### src/rtl/bsg_murn_gather.sv
// Round-robin gather of per-node murn streams into one registered valid/ready channel.
// Optional BSG_MURN_GATHER_LOCK_EN: payload MSB marks a continuation and locks the arbiter.
module bsg_murn_gather #(
  parameter  int nodes_p      = 4,
  parameter  int ring_width_p = 8,
  localparam int id_width_lp  = (nodes_p > 1) ? $clog2(nodes_p) : 1
) (
  input  logic                                clk_i,
  input  logic                                reset_i,
  input  logic [nodes_p-1:0]                  v_i,
  input  logic [nodes_p*ring_width_p-1:0]     data_i,
  output logic [nodes_p-1:0]                  yumi_o,
  output logic                                v_o,
  output logic [id_width_lp+ring_width_p-1:0] data_o,
  input  logic                                ready_i,
  output logic [id_width_lp-1:0]              last_id_o
);

  logic                                v_q, v_d;
  logic [id_width_lp+ring_width_p-1:0] data_q, data_d;
  logic [id_width_lp-1:0]              last_id_q, last_id_d;
`ifdef BSG_MURN_GATHER_LOCK_EN
  logic                                lock_q, lock_d;
`endif

  logic                    accept;
  logic                    grant_found;
  logic [id_width_lp-1:0]  grant_id;
  logic [ring_width_p-1:0] grant_word;
  int                      idx;

  assign accept = ~v_q | ready_i;

  always_comb begin
    grant_found = 1'b0;
    grant_id    = last_id_q;
    idx         = 0;
`ifdef BSG_MURN_GATHER_LOCK_EN
    if (lock_q) begin
      // a locked packet owner is always the node granted last
      grant_found = v_i[last_id_q];
      grant_id    = last_id_q;
    end else begin
`endif
      for (int i = 1; i <= nodes_p; i++) begin
        idx = int'(last_id_q) + i;
        if (idx >= nodes_p) begin
          idx = idx - nodes_p;
        end else begin
          idx = idx;
        end
        if (!grant_found && v_i[idx]) begin
          grant_found = 1'b1;
          grant_id    = id_width_lp'(idx);
        end else begin
          grant_found = grant_found;
        end
      end
`ifdef BSG_MURN_GATHER_LOCK_EN
    end
`endif
  end

  assign grant_word = data_i[int'(grant_id)*ring_width_p +: ring_width_p];

  always_comb begin
    yumi_o = '0;
    if (accept && grant_found && !reset_i) begin
      yumi_o[grant_id] = 1'b1;
    end else begin
      yumi_o = '0;
    end
  end

  always_comb begin
    v_d       = v_q;
    data_d    = data_q;
    last_id_d = last_id_q;
`ifdef BSG_MURN_GATHER_LOCK_EN
    lock_d    = lock_q;
`endif
    if (accept) begin
      v_d = grant_found;
      if (grant_found) begin
        data_d    = {grant_id, grant_word};
        last_id_d = grant_id;
`ifdef BSG_MURN_GATHER_LOCK_EN
        lock_d    = grant_word[ring_width_p-1];
`endif
      end else begin
        data_d = data_q;
      end
    end else begin
      v_d = v_q;
    end
  end

  always_ff @(posedge clk_i) begin
    if (reset_i) begin
      v_q       <= 1'b0;
      data_q    <= '0;
      last_id_q <= id_width_lp'(nodes_p - 1);
`ifdef BSG_MURN_GATHER_LOCK_EN
      lock_q    <= 1'b0;
`endif
    end else begin
      v_q       <= v_d;
      data_q    <= data_d;
      last_id_q <= last_id_d;
`ifdef BSG_MURN_GATHER_LOCK_EN
      lock_q    <= lock_d;
`endif
    end
  end

  assign v_o       = v_q;
  assign data_o    = data_q;
  assign last_id_o = last_id_q;

endmodule

### config.mk
export PLATFORM = sky130hd
export DESIGN_NAME = bsg_murn_gather
export DESIGN_NICKNAME = d
export VERILOG_FILES = /design/src/rtl/bsg_murn_gather.sv
export SDC_FILE = /design/constraint.sdc
export NUM_CORES = 1
export LEC_CHECK = 0
export ABC_AREA = 1
export CAP_MARGIN = 20
export CORE_ASPECT_RATIO = 1.5
export CORE_MARGIN = 2
export CORE_UTILIZATION = 26
export DETAILED_ROUTE_END_ITERATION = 7
export DONT_BUFFER_PORTS = 1
export PLACE_DENSITY_LB_ADDON = 0.15
export SLEW_MARGIN = 20
export SYNTH_ARGS = -nofsm -noshare
export SYNTH_HDL_FRONTEND = slang
export SYNTH_SLANG_ARGS = --single-unit
### constraint.sdc
create_clock -name clk_i -period 4.7 [get_ports clk_i]
set_input_delay 0.94 -clock clk_i [delete_from_list [all_inputs] [get_ports clk_i]]
set_output_delay 0.94 -clock clk_i [all_outputs]
set_load 0.005 [all_outputs]
==> flow_summary.json, run 1 <==
{
  "grt_max_degree": 15,
  "drt_iter0_drc": 52,
  "via_count": 1191,
  "drc": 1,
  "grt_pass1_vias": 1145,
  "hold_ws_ns": 0.484,
  "hold_viol_final": 0,
  "outcome": "finished with violations",
  "slew_violations": 0,
  "failed_checks": "design-rule violations",
  "slew_headroom_pct": 54.5,
  "ir_drop_v": 0.000257,
  "ctsHoldBuffers": 0,
  "nets": 234,
  "core_um2": 4280,
  "fillers": 500,
  "crit_type": "flip-flop to primary output",
  "syn_to_final_growth_pct": 5.26,
  "yosysUniqueCellTypes": 21,
  "ys_warn_count": 0,
  "ctsResizeCount": 0,
  "p_leak_nw": 0.658,
  "grt_usage_pct": 13.5,
  "multi_input_comb_area_um2": 766,
  "dieArea_um2": 5040,
  "ios": 56,
  "cts.clk_slew.worst_paths_ns": 0.05,
  "cts_setup_buffers": 0,
  "cp_data_required_time_ns": 3.76,
  "wl_per_cell_um": 13.5,
  "grt_overflow_total": 0,
  "min_period_ns": 3.41,
  "crit_arrival_ns": 2.47,
  "fin_worst_skew_ns": 0.000768,
  "p_clk_share_pct": 8.7,
  "syn_inst": 195,
  "via_per_inst": 4.96,
  "swShare_pct": 57.9,
  "critPathMaxFanout": 14,
  "avgSynthCellArea_um2": 5.97,
  "insertion_delay_ns": 0.24,
  "gp_congestion": 0.856,
  "grt_pass1_wl_mm": 5.26,
  "cts-root-buf": "clkbuf_8",
  "h-tree-depth": 1,
  "startpoint_type": "flip-flop",
  "p_seq_share_pct": 18.7,
  "hp-class": "flip-flop to flip-flop",
  "crit_path_end_kind": "primary output",
  "finalSetupTns_ns": 0,
  "seq_area_frac_synth_pct": 22.3,
  "cts_made_buffers": 3,
  "hpwl_mm": 2.65,
  "maxCapViolCount": 0,
  "clkSinkCount": 13,
  "netlist_area_um2": 1160,
  "period_share_pct": 72.6,
  "setup_ws_ns": 1.29,
  "fmax_ghz": 0.293,
  "grt_setup_unrepaired": "false",
  "pre_cts_ws_ns": 1.44,
  "worst_slew_pin_slew_ns": 0.682,
  "clockBufferDepth": 2,
  "regArea_um2": 260,
  "comb_power_share_pct": 72.5,
  "routed_wl_mm": 3.24,
  "switchingPower_uw": 648,
  "port_buffers": 0,
  "ys_ff_latch": 13,
  "cts_tree": "built",
  "die_x_um": 58.7,
  "synth_nets": 234,
  "setup_viol": 0,
  "n_antenna_cell": 0,
  "drive_above_1_share_pct": 16.0,
  "die-height_um": 86.0,
  "antenna_found_initial": 0,
  "pwr_density_cell_nw_per_um2": 913,
  "p_int_uw": 472,
  "initial_core_util_pct": 27.2,
  "rows": 29,
  "firstDrtPassIters": 7,
  "antenna_left": 0
}
-- critical path: stages (launching register included) --
cell and delay [ns]:
dfxtp_1 0.76, nand2_1 0.19, nand2_1 0.11, nand2_1 0.05
nand2_1 0.15, nor2_4 0.06, nand4_1 0.06, nand2_1 0.28
inv_2 0.29, nand3_1 0.13, nor2_1 0.15
-- cell families (layout without fill, tap and decap cells) --
group           count (synthesis)  in the layout  synth area share [%]
compound gates                 13             13                  6.55
buf+inv                        29             28                  11.9
flops                          13             13                  22.3
simple gates                  140            140                  59.2
-- placed cells by master (no fill, tap or decap) --
cell type / n
inv_2: 3
o21ai_2: 1
nand2_2: 11
nand3_4: 2
o21ai_0: 1
inv_1: 19
nor2_1: 5
clkbuf_8: 3
nand2_1: 75
inv_4: 1
nand3_2: 1
nand4_1: 1
dfxtp_1: 13
nor2_4: 1
a21oi_1: 10
nand3_1: 38
inv_6: 1
o211ai_2: 1
nand2_4: 6
clkbuf_1: 1
-- final cells by class --
cell class	count	share of cell area [%]
well taps	46	4.69
multi-input cells	153	62.4
inverters	24	7.96
flip-flops and latches	13	21.2
clock buffers	4	3.67
-- per-stage QoR --
stage,total power [mW],instance area [µm²],instances,util (%)
floorplan,0.899,1160,195,-
global placement,1.05,1180,236,27.6
detailed placement,1.04,1180,236,27.6
CTS,1.15,1230,240,28.6
global route,1.26,1230,240,28.6
finish,1.12,1230,240,28.6
-- state kept, by name, indices dropped and copies added (netlist names) --
register	count
v_o	1
last_id_o	2
data_o	10
-- layer usage --
layer | GRT usage [%] | up-vias | routed length (µm)
met5 | 0 | - | 0
met4 | 3.10 | 0 | 35
met3 | 2.56 | 4 | 184
met2 | 24.6 | 41 | 1730
met1 | 16.0 | 528 | 1300
li1 | - | 618 | -
-- path summary, 6_finish.rpt --
| kind | start | endpoint | slack (ns) | cells after the start |
|---|---|---|---|---|
| setup / recovery | last_id_o[0] | yumi_o[0] | 1.29 | 10 |
| hold / removal | data_o[6] | data_o[6] | 0.48 | 2 |
| setup reg to reg | last_id_o[0] | data_o[9] | 2.34 | 11 |
| hold reg to reg | data_o[6] | data_o[6] | 0.48 | 2 |
-- synthesized netlist by cell type, drive strengths merged --
cell type   n  area share, %
o211ai      1            1.1
nand4       1           0.54
nand2      92             36
nor2        6            2.6
a21oi      10            4.3
o21ai       2            1.2
buf         5            3.5
dfxtp      13             22
nand3      41             20
inv        24            8.4
-- power groups by stage --
stage	clock network, mW	logic [mW]	registers (mW)
finish	0.0979	0.812	0.210
global route	0.108	0.936	0.215
floorplan	0	0.714	0.185
global placement	0	0.836	0.214
CTS	0.101	0.833	0.211
detailed placement	0	0.831	0.214
Note: power is estimated with default switching activity, not from simulation.
==> run 2: changes to the inputs <==
clock period = 3.37 ns   (was 4.7 ns; I/O delays follow)
==> run 2 against run 1 <==
  * The flow still finishes with violations (design-rule violations)
  * Hold slack worse by 0.0067 ns
  * Register-to-register slack worse by 1.0 ns
  * Final area is 1.2% higher
  * Critical path type unchanged
==> flow_summary.json, run 2 (same netlist as run 1, synthesis figures left out) <==
{
  "worst_slew_pin_slew_ns": 0.442,
  "initial_core_util_pct": 27.2,
  "ir_drop_v": 0.000421,
  "ios": 56,
  "crit_arrival_ns": 2.12,
  "die-height_um": 86.0,
  "core_um2": 4280,
  "stdcell_count": 242,
  "routed_wl_mm": 3.35,
  "antenna_found_initial": 0,
  "switchingPower_uw": 909,
  "cts_made_buffers": 3,
  "drc": 1,
  "pwr_density_cell_nw_per_um2": 1270,
  "firstDrtPassIters": 6,
  "ctsHoldBuffers": 0,
  "dieArea_um2": 5040,
  "rows": 29,
  "fin_area_um2": 1240,
  "hpwl_mm": 2.76,
  "syn_to_final_growth_pct": 6.55,
  "startpoint_type": "flip-flop",
  "setup_viol": 0,
  "hold_start": "data_o[6]",
  "hold_depth": 2,
  "ctsResizeCount": 0,
  "swShare_pct": 57.5,
  "crit_path_end_kind": "primary output",
  "outcome": "finished with violations",
  "port_buffers": 0,
  "reg2regPathDepth": 13,
  "cts.clk_slew.worst_paths_ns": 0.05,
  "via_count": 1204,
  "via_per_inst": 4.98,
  "n_antenna_cell": 0,
  "antenna_left": 0,
  "grt_pass1_wl_mm": 5.49,
  "grt_pass1_vias": 1184,
  "place_area_um2": 1200,
  "die_x_um": 58.7,
  "clkSinkCount": 13,
  "gr-usage-met2_pct": 27.1,
  "gp_congestion": 0.792,
  "insertion_delay_ns": 0.24,
  "min_period_ns": 2.79,
  "cp_data_required_time_ns": 2.70,
  "clockBufferDepth": 2,
  "hold_viol_final": 0,
  "groute.layer.met1.usage_pct": 15.9,
  "r2r-start": "last_id_o[0]",
  "hold_ws_ns": 0.477,
  "finalSetupTns_ns": 0,
  "comb_power_share_pct": 73.6,
  "cts_tree": "built",
  "p_leak_nw": 0.668,
  "fin_worst_skew_ns": 0.00490,
  "p_clk_share_pct": 8.5,
  "cts-root-buf": "clkbuf_8",
  "slew_headroom_pct": 70.5,
  "p_int_uw": 672,
  "grt_use_met3_pct": 3.02,
  "largest_reg_flops": 10,
  "grt_max_degree": 12,
  "drive_above_1_share_pct": 16.8,
  "holdPathEnd": "data_o[6]",
  "final_common_cell": "nand2_1",
  "nets": 236,
  "dp_cells": 238,
  "grt_usage_pct": 14.1,
  "final_cell_mix": "75 x nand2_1, 38 x nand3_1, 19 x inv_1",
  "cts_setup_buffers": 0,
  "crit_type": "flip-flop to primary output",
  "r2r_slack_ns": 1.32,
  "slew_violations": 0,
  "fmax_ghz": 0.358,
  "utilization_pct": 29.0,
  "multi_input_comb_area_um2": 766,
  "grt_setup_unrepaired": "false",
  "period_share_pct": 82.9,
  "p_seq_share_pct": 17.9,
  "top_usage_layer": "met2",
  "grt_overflow_total": 0,
  "wl_per_cell_um": 13.8,
  "r2r_end": "data_o[1]",
  "hp-class": "flip-flop to flip-flop",
  "fillers": 511,
  "failed_checks": "design-rule violations",
  "maxCapViolCount": 0,
  "h-tree-depth": 1,
  "drt_iter0_drc": 44,
  "regArea_um2": 260,
  "critPathMaxFanout": 10
}
==> run 2: changes by cell type in the layout (fill, tap and decap cells not counted), sizes merged <==
cell  delta
buf      +2
==> run 2: worst max-delay path by stage <==
stage	start	end	slack, ns	depth (start not counted)
2_1_floorplan	v_i[0]	yumi_o[1]	1.04	11
3_3_place_gp	last_id_o[0]	yumi_o[1]	0.83	12
3_5_place_dp	last_id_o[0]	yumi_o[1]	0.80	12
4_1_cts	last_id_o[0]	yumi_o[3]	0.53	11
5_1_grt	last_id_o[0]	yumi_o[1]	0.29	11
6_report	last_id_o[0]	yumi_o[1]	0.58	11
==> run 2: routing by layer <==
| layer | part of all wire [%] | vias up |
|---|---|---|
| li1 | - | 623 |
| met1 | 40 | 538 |
| met2 | 53 | 41 |
| met3 | 6.0 | 2 |
| met4 | 0.42 | 0 |
| met5 | 0 | - |
==> run 2: final cells by class <==
class / count / share of cell area [%]
flip-flops and latches: 13 / 21.0
inverters: 24 / 7.86
repair buffers: 2 / 1.21
clock buffers: 4 / 3.63
well taps: 46 / 4.64
multi-input cells: 153 / 61.7
==> run 2: critical path: stages, from the launching register on <==
cell	delay, ns
dfxtp_1	0.59
nand2_1	0.15
nand2_1	0.10
nand2_1	0.05
nand2_1	0.15
nor2_4	0.06
nand4_1	0.07
nand2_1	0.14
buf_4	0.21
nor2_1	0.12
nand2_1	0.11
nor2_1	0.14
==> run 2: stage by stage <==
stage	setup slack (ns)	total power, mW
floorplan	1.04	1.25
global placement	0.834	1.47
detailed placement	0.800	1.47
CTS	0.531	1.61
global route	0.290	1.78
finish	0.576	1.58
==> run 2: power by group through the flow <==
stage,clock (mW),sequential (mW),combinational [mW]
3_3_place_gp,0,0.290,1.18
5_1_grt,0.145,0.293,1.34
6_report,0.135,0.283,1.16
4_1_cts,0.139,0.286,1.19
3_5_place_dp,0,0.288,1.18
2_1_floorplan,0,0.258,0.996
==> edit 1 (config.mk and constraints of run 2) <==
The option `BSG_MURN_GATHER_LOCK_EN` is turned on by a define.
--- a/src/rtl/bsg_murn_gather.sv
+++ b/src/rtl/bsg_murn_gather.sv
@@ -2,2 +2,4 @@
 // Optional BSG_MURN_GATHER_LOCK_EN: payload MSB marks a continuation and locks the arbiter.
+`define BSG_MURN_GATHER_LOCK_EN
+
 module bsg_murn_gather #(
Function: changed (a bounded check fails within 4 cycles, from zero or initial values and one cycle with reset_i high).
==> edit 1 against run 2 <==
- the flow still finishes with violations (design-rule violations)
- fmax decreased by 4.8%
- sequential cell count unchanged
- worst hold slack improved by 6.7 ps
- total power decreased by 2.4%
- via count decreased by 3.1%
- utilization decreased by 1.7 points
- critical path depth increased by 1
- synthesized area increased by 0.86%
- cell area decreased by 2.7%
- worst setup slack got worse by 140 ps
- wire length decreased by 2.9%
- largest cell class unchanged
==> edit 1: results (changes against run 2) <==
grt:
  grt_pass1_wl_um: 5330  # -3.0%
  grt_util_met2_pct: 25.5  # -1.6 points
  grt_use_total_pct: 13.5  # -0.65 points
floorplan:
  core-area_um2: 4430  # +3.4%
final_layout:
  buffer_area_share_pct: 1.24  # +0.034 points
  multiInputGateArea_um2: 767  # +0.16%
  final_nets: 231  # -2.1%
  seq_share_pct: 21.6  # +0.59 points
  clock_cell_area_share_pct: 3.73  # +0.10 points
  syn2layout_area_growth_pct: 2.77
  multi_input_gates: 158  # +3.3%
drt:
  dr_wl_met2_um: 1730  # -2.8%
  drt_first_iter_violations: 35  # -20%
  routed_wl_um: 3250  # -2.9%
  via_count: 1167  # -3.1%
  route.detailed.drc: 1  # unchanged
run_status:
  failed_checks: "design-rule violations"
  status: "complete, but fails checks"
place:
  postPlaceCellArea_um2: 1160  # -2.8%
  dp_cells: 235  # -1.3%
critical_path:
  rrSetupSlack_ps: 1120  # -200 ps
  worstPathArrival_ps: 2260  # +140 ps
  cp_max_fo: 11  # +1
logic_synthesis:
  syn_avg_cell_area_um2: 6.06  # +1.4%
  synth_top_area_share_pct: 24.6  # +0.43 points
  synth.area.top_cells: "nand2_1 (25%), dfxtp_1 (22%), nand2_2 (8.5%)"
  ys_types: 22  # +4.8%
power_and_ir_drop:
  peakVddDrop_v: 0.000445  # +5.6%
sta:
  fin_skew_ps: 2.24  # -2.66 ps
-- edit 1: power by group --
group / internal, W / total, W / switching, W
sequential: 0.000216 / 0.000281 / 0.0000656
combinational: 0.000353 / 0.00112 / 0.000772
clock: 0.0000834 / 0.000137 / 0.0000532
-- edit 1: worst max-delay path by stage --
stage | slack (ps) | from | endpoint | cells after the start
floorplan | 1030 | v_i[2] | yumi_o[1] | 10
global placement | 700 | v_i[2] | yumi_o[0] | 11
detailed placement | 660 | last_id_o[0] | yumi_o[0] | 12
CTS | 390 | last_id_o[0] | yumi_o[0] | 12
finish | 430 | last_id_o[0] | yumi_o[0] | 12
global route | 170 | last_id_o[1] | yumi_o[0] | 12
-- edit 1: cells by family (layout without fill, tap and decap cells) --
group                  after synthesis  in the layout  synth area share, %
flip-flops                          13             13                 22.2
AO/OA/AOI/OAI                       13             13                 5.96
buffers and inverters               23             20                 12.6
AND/OR/NAND/NOR                    145            145                 59.3
==> edit 2 (flow settings as in run 2) <==
Made on the original files. Make the reset (`reset_i`) asynchronous in one clocked block.
--- a/src/rtl/bsg_murn_gather.sv
+++ b/src/rtl/bsg_murn_gather.sv
@@ -97,3 +97,3 @@
 
-  always_ff @(posedge clk_i) begin
+  always_ff @(posedge clk_i or posedge reset_i) begin
     if (reset_i) begin
Function: differs if reset_i is asserted again (counterexample within 4 cycles, from zero or initial values and one cycle with reset_i high); with reset_i held inactive, the same outputs for 10 cycles.
==> edit 2 against run 2 <==
- cell count down 7.0%
- worst setup slack worse by 270 ps
- wire length up 5.7%
- sequential cell count unchanged
- worst hold slack worse by 110 ps
- cell area unchanged
- non-clock buffer count down 1
- total power up 8.5%
- die area up 2.7%
- synthesized area up 2.9%
==> edit 2: results (changes against run 2) <==
place:
  place_hpwl_um: 2880  # +4.7%
  portBuffers: 0  # unchanged
  gp_congestion: 0.842  # +6.3%
critical_path:
  critPathLaunch: "last_id_o[0]"
  critPathTopFamily: "simple AND/OR/NAND/NOR gates"
  crit_type: "reg2out"
  rrSetupSlack_ps: 1060  # -260 ps
  worstPathArrival_ps: 2390  # +270 ps
  cp_max_fo: 17  # +7
  crit_path_max_incr_delay_ps: 700  # +110 ps
  slowest_stage: "dfstp_2"
  critPathCapture: "yumi_o[1]"
  reg2reg_to: "data_o[5]"
  r2r_cells: 12  # -1
drt:
  via_per_inst: 5.15  # +3.4%
  routed_wl_um: 3540  # +5.7%
  drt_first_iter_violations: 57  # +30%
  ant_nets: 0  # unchanged
  drtPass1Iterations: 4  # -2
clock_network:
  cts_root_buffer: "clkbuf_8"
  clock_latency_ps: 240  # about the same
  ctsResizeCount: 0  # unchanged
  path_clk_slew_ps: 50  # about the same
  cts_max_path_buffers: 2  # unchanged
  cts.htree.levels: 1  # unchanged
final_layout:
  layout-drive-gt1-share_pct: 20.9  # +4.1 points
  final_nets: 217  # -8.1%
  largest_register_ffs: 10  # unchanged
  n_antenna_cell: 0  # unchanged
logic_synthesis:
  syn-num-nets: 219  # -6.4%
  async_reset_ff_share_pct: 100  # +100 points
  synth_ff_type: "dfrtp_1"
  synthTopCellsByCount: "nand2_1 (56), nand3_1 (49), nand2_2 (17)"
  ys_types: 20  # -4.8%
  ys_seq_area_share_pct: 27.3  # +5.0 points
  synth.area.top_cells: "dfrtp_1 (23%), nand3_1 (20%), nand2_1 (18%)"
hold_path:
  hp-class: "in2async"
grt:
  grt_use_total_pct: 13.9  # -0.25 points
  grt_max_degree: 18  # +6
  grt_pass1_wl_um: 5550  # +1.1%
  grt_pass1_vias: 1160  # -2.0%
sta:
  fin_skew_ps: 0.770  # -4.13 ps
  worst_slew_pin_slew_ps: 555  # +114 ps
power_and_ir_drop:
  leakage_nw: 0.616  # -7.8%
  peakVddDrop_v: 0.000335  # -20%
run_status:
  status: "completed"
-- edit 2: changes by cell type after synthesis, moves of 6 or more --
cell,run 2,this run
nand2_1,75,56
dfxtp_1,13,0
dfrtp_1,0,11
nand3_1,38,49
inv_1,19,9
nand3_2,1,8
a21oi_1,10,4
nand2_2,11,17
-- edit 2: layout make-up --
type | instances | area [um^2]
timing repair buffer | 1 | 7.51
tap | 48 | 60.1
fill | 511 | 3230
clock buffer | 4 | 45.0
inverter | 11 | 41.3
multi-input combinational | 148 | 759
sequential | 13 | 328
-- edit 2: logic make-up (layout without fill, tap and decap cells) --
logic type	after synthesis	after routing	share of synthesized area, %
buf+inv	19	16	9.29
simple gates	140	140	60.0
flops	13	13	27.3
compound gates	8	8	3.34
-- edit 2: routing by layer --
metal  track usage [%]  vias to the layer above  wire (um)
li1                  -                      587          -
met1              16.5                      541       1410
met2              24.1                       28       1880
met3              3.42                        2        235
met4              3.93                        0         15
met5                 0                        -          0
-- edit 2: worst reg2reg max path, cell delays in order, from the launching register on --
cell	delay [ps]
dfstp_2	700
inv_2	180
nand2_1	90
nand2_1	120
nand2_2	120
nand2_2	90
or2_1	250
nand2_1	80
nand2_1	50
nand2_2	250
nand3_2	110
nand3_1	100
nand2_1	60
-- edit 2: per-stage QoR --
step	hold slack, ps	total power, W	area (um^2)	setup slack [ps]	std cells
after floorplan	473	0.00143	1200	1020	180
after global placement	508	0.00158	1200	588	221
after detailed placement	502	0.00160	1200	569	221
after CTS	386	0.00175	1240	289	225
after global routing	409	0.00190	1240	99.6	225
final	366	0.00171	1240	310	225
-- edit 2: power breakdown --
group	internal [W]	switching [W]	total, W
clock	0.0000835	0.0000548	0.000138
combinational	0.000374	0.000854	0.00123
sequential	0.000253	0.0000949	0.000348
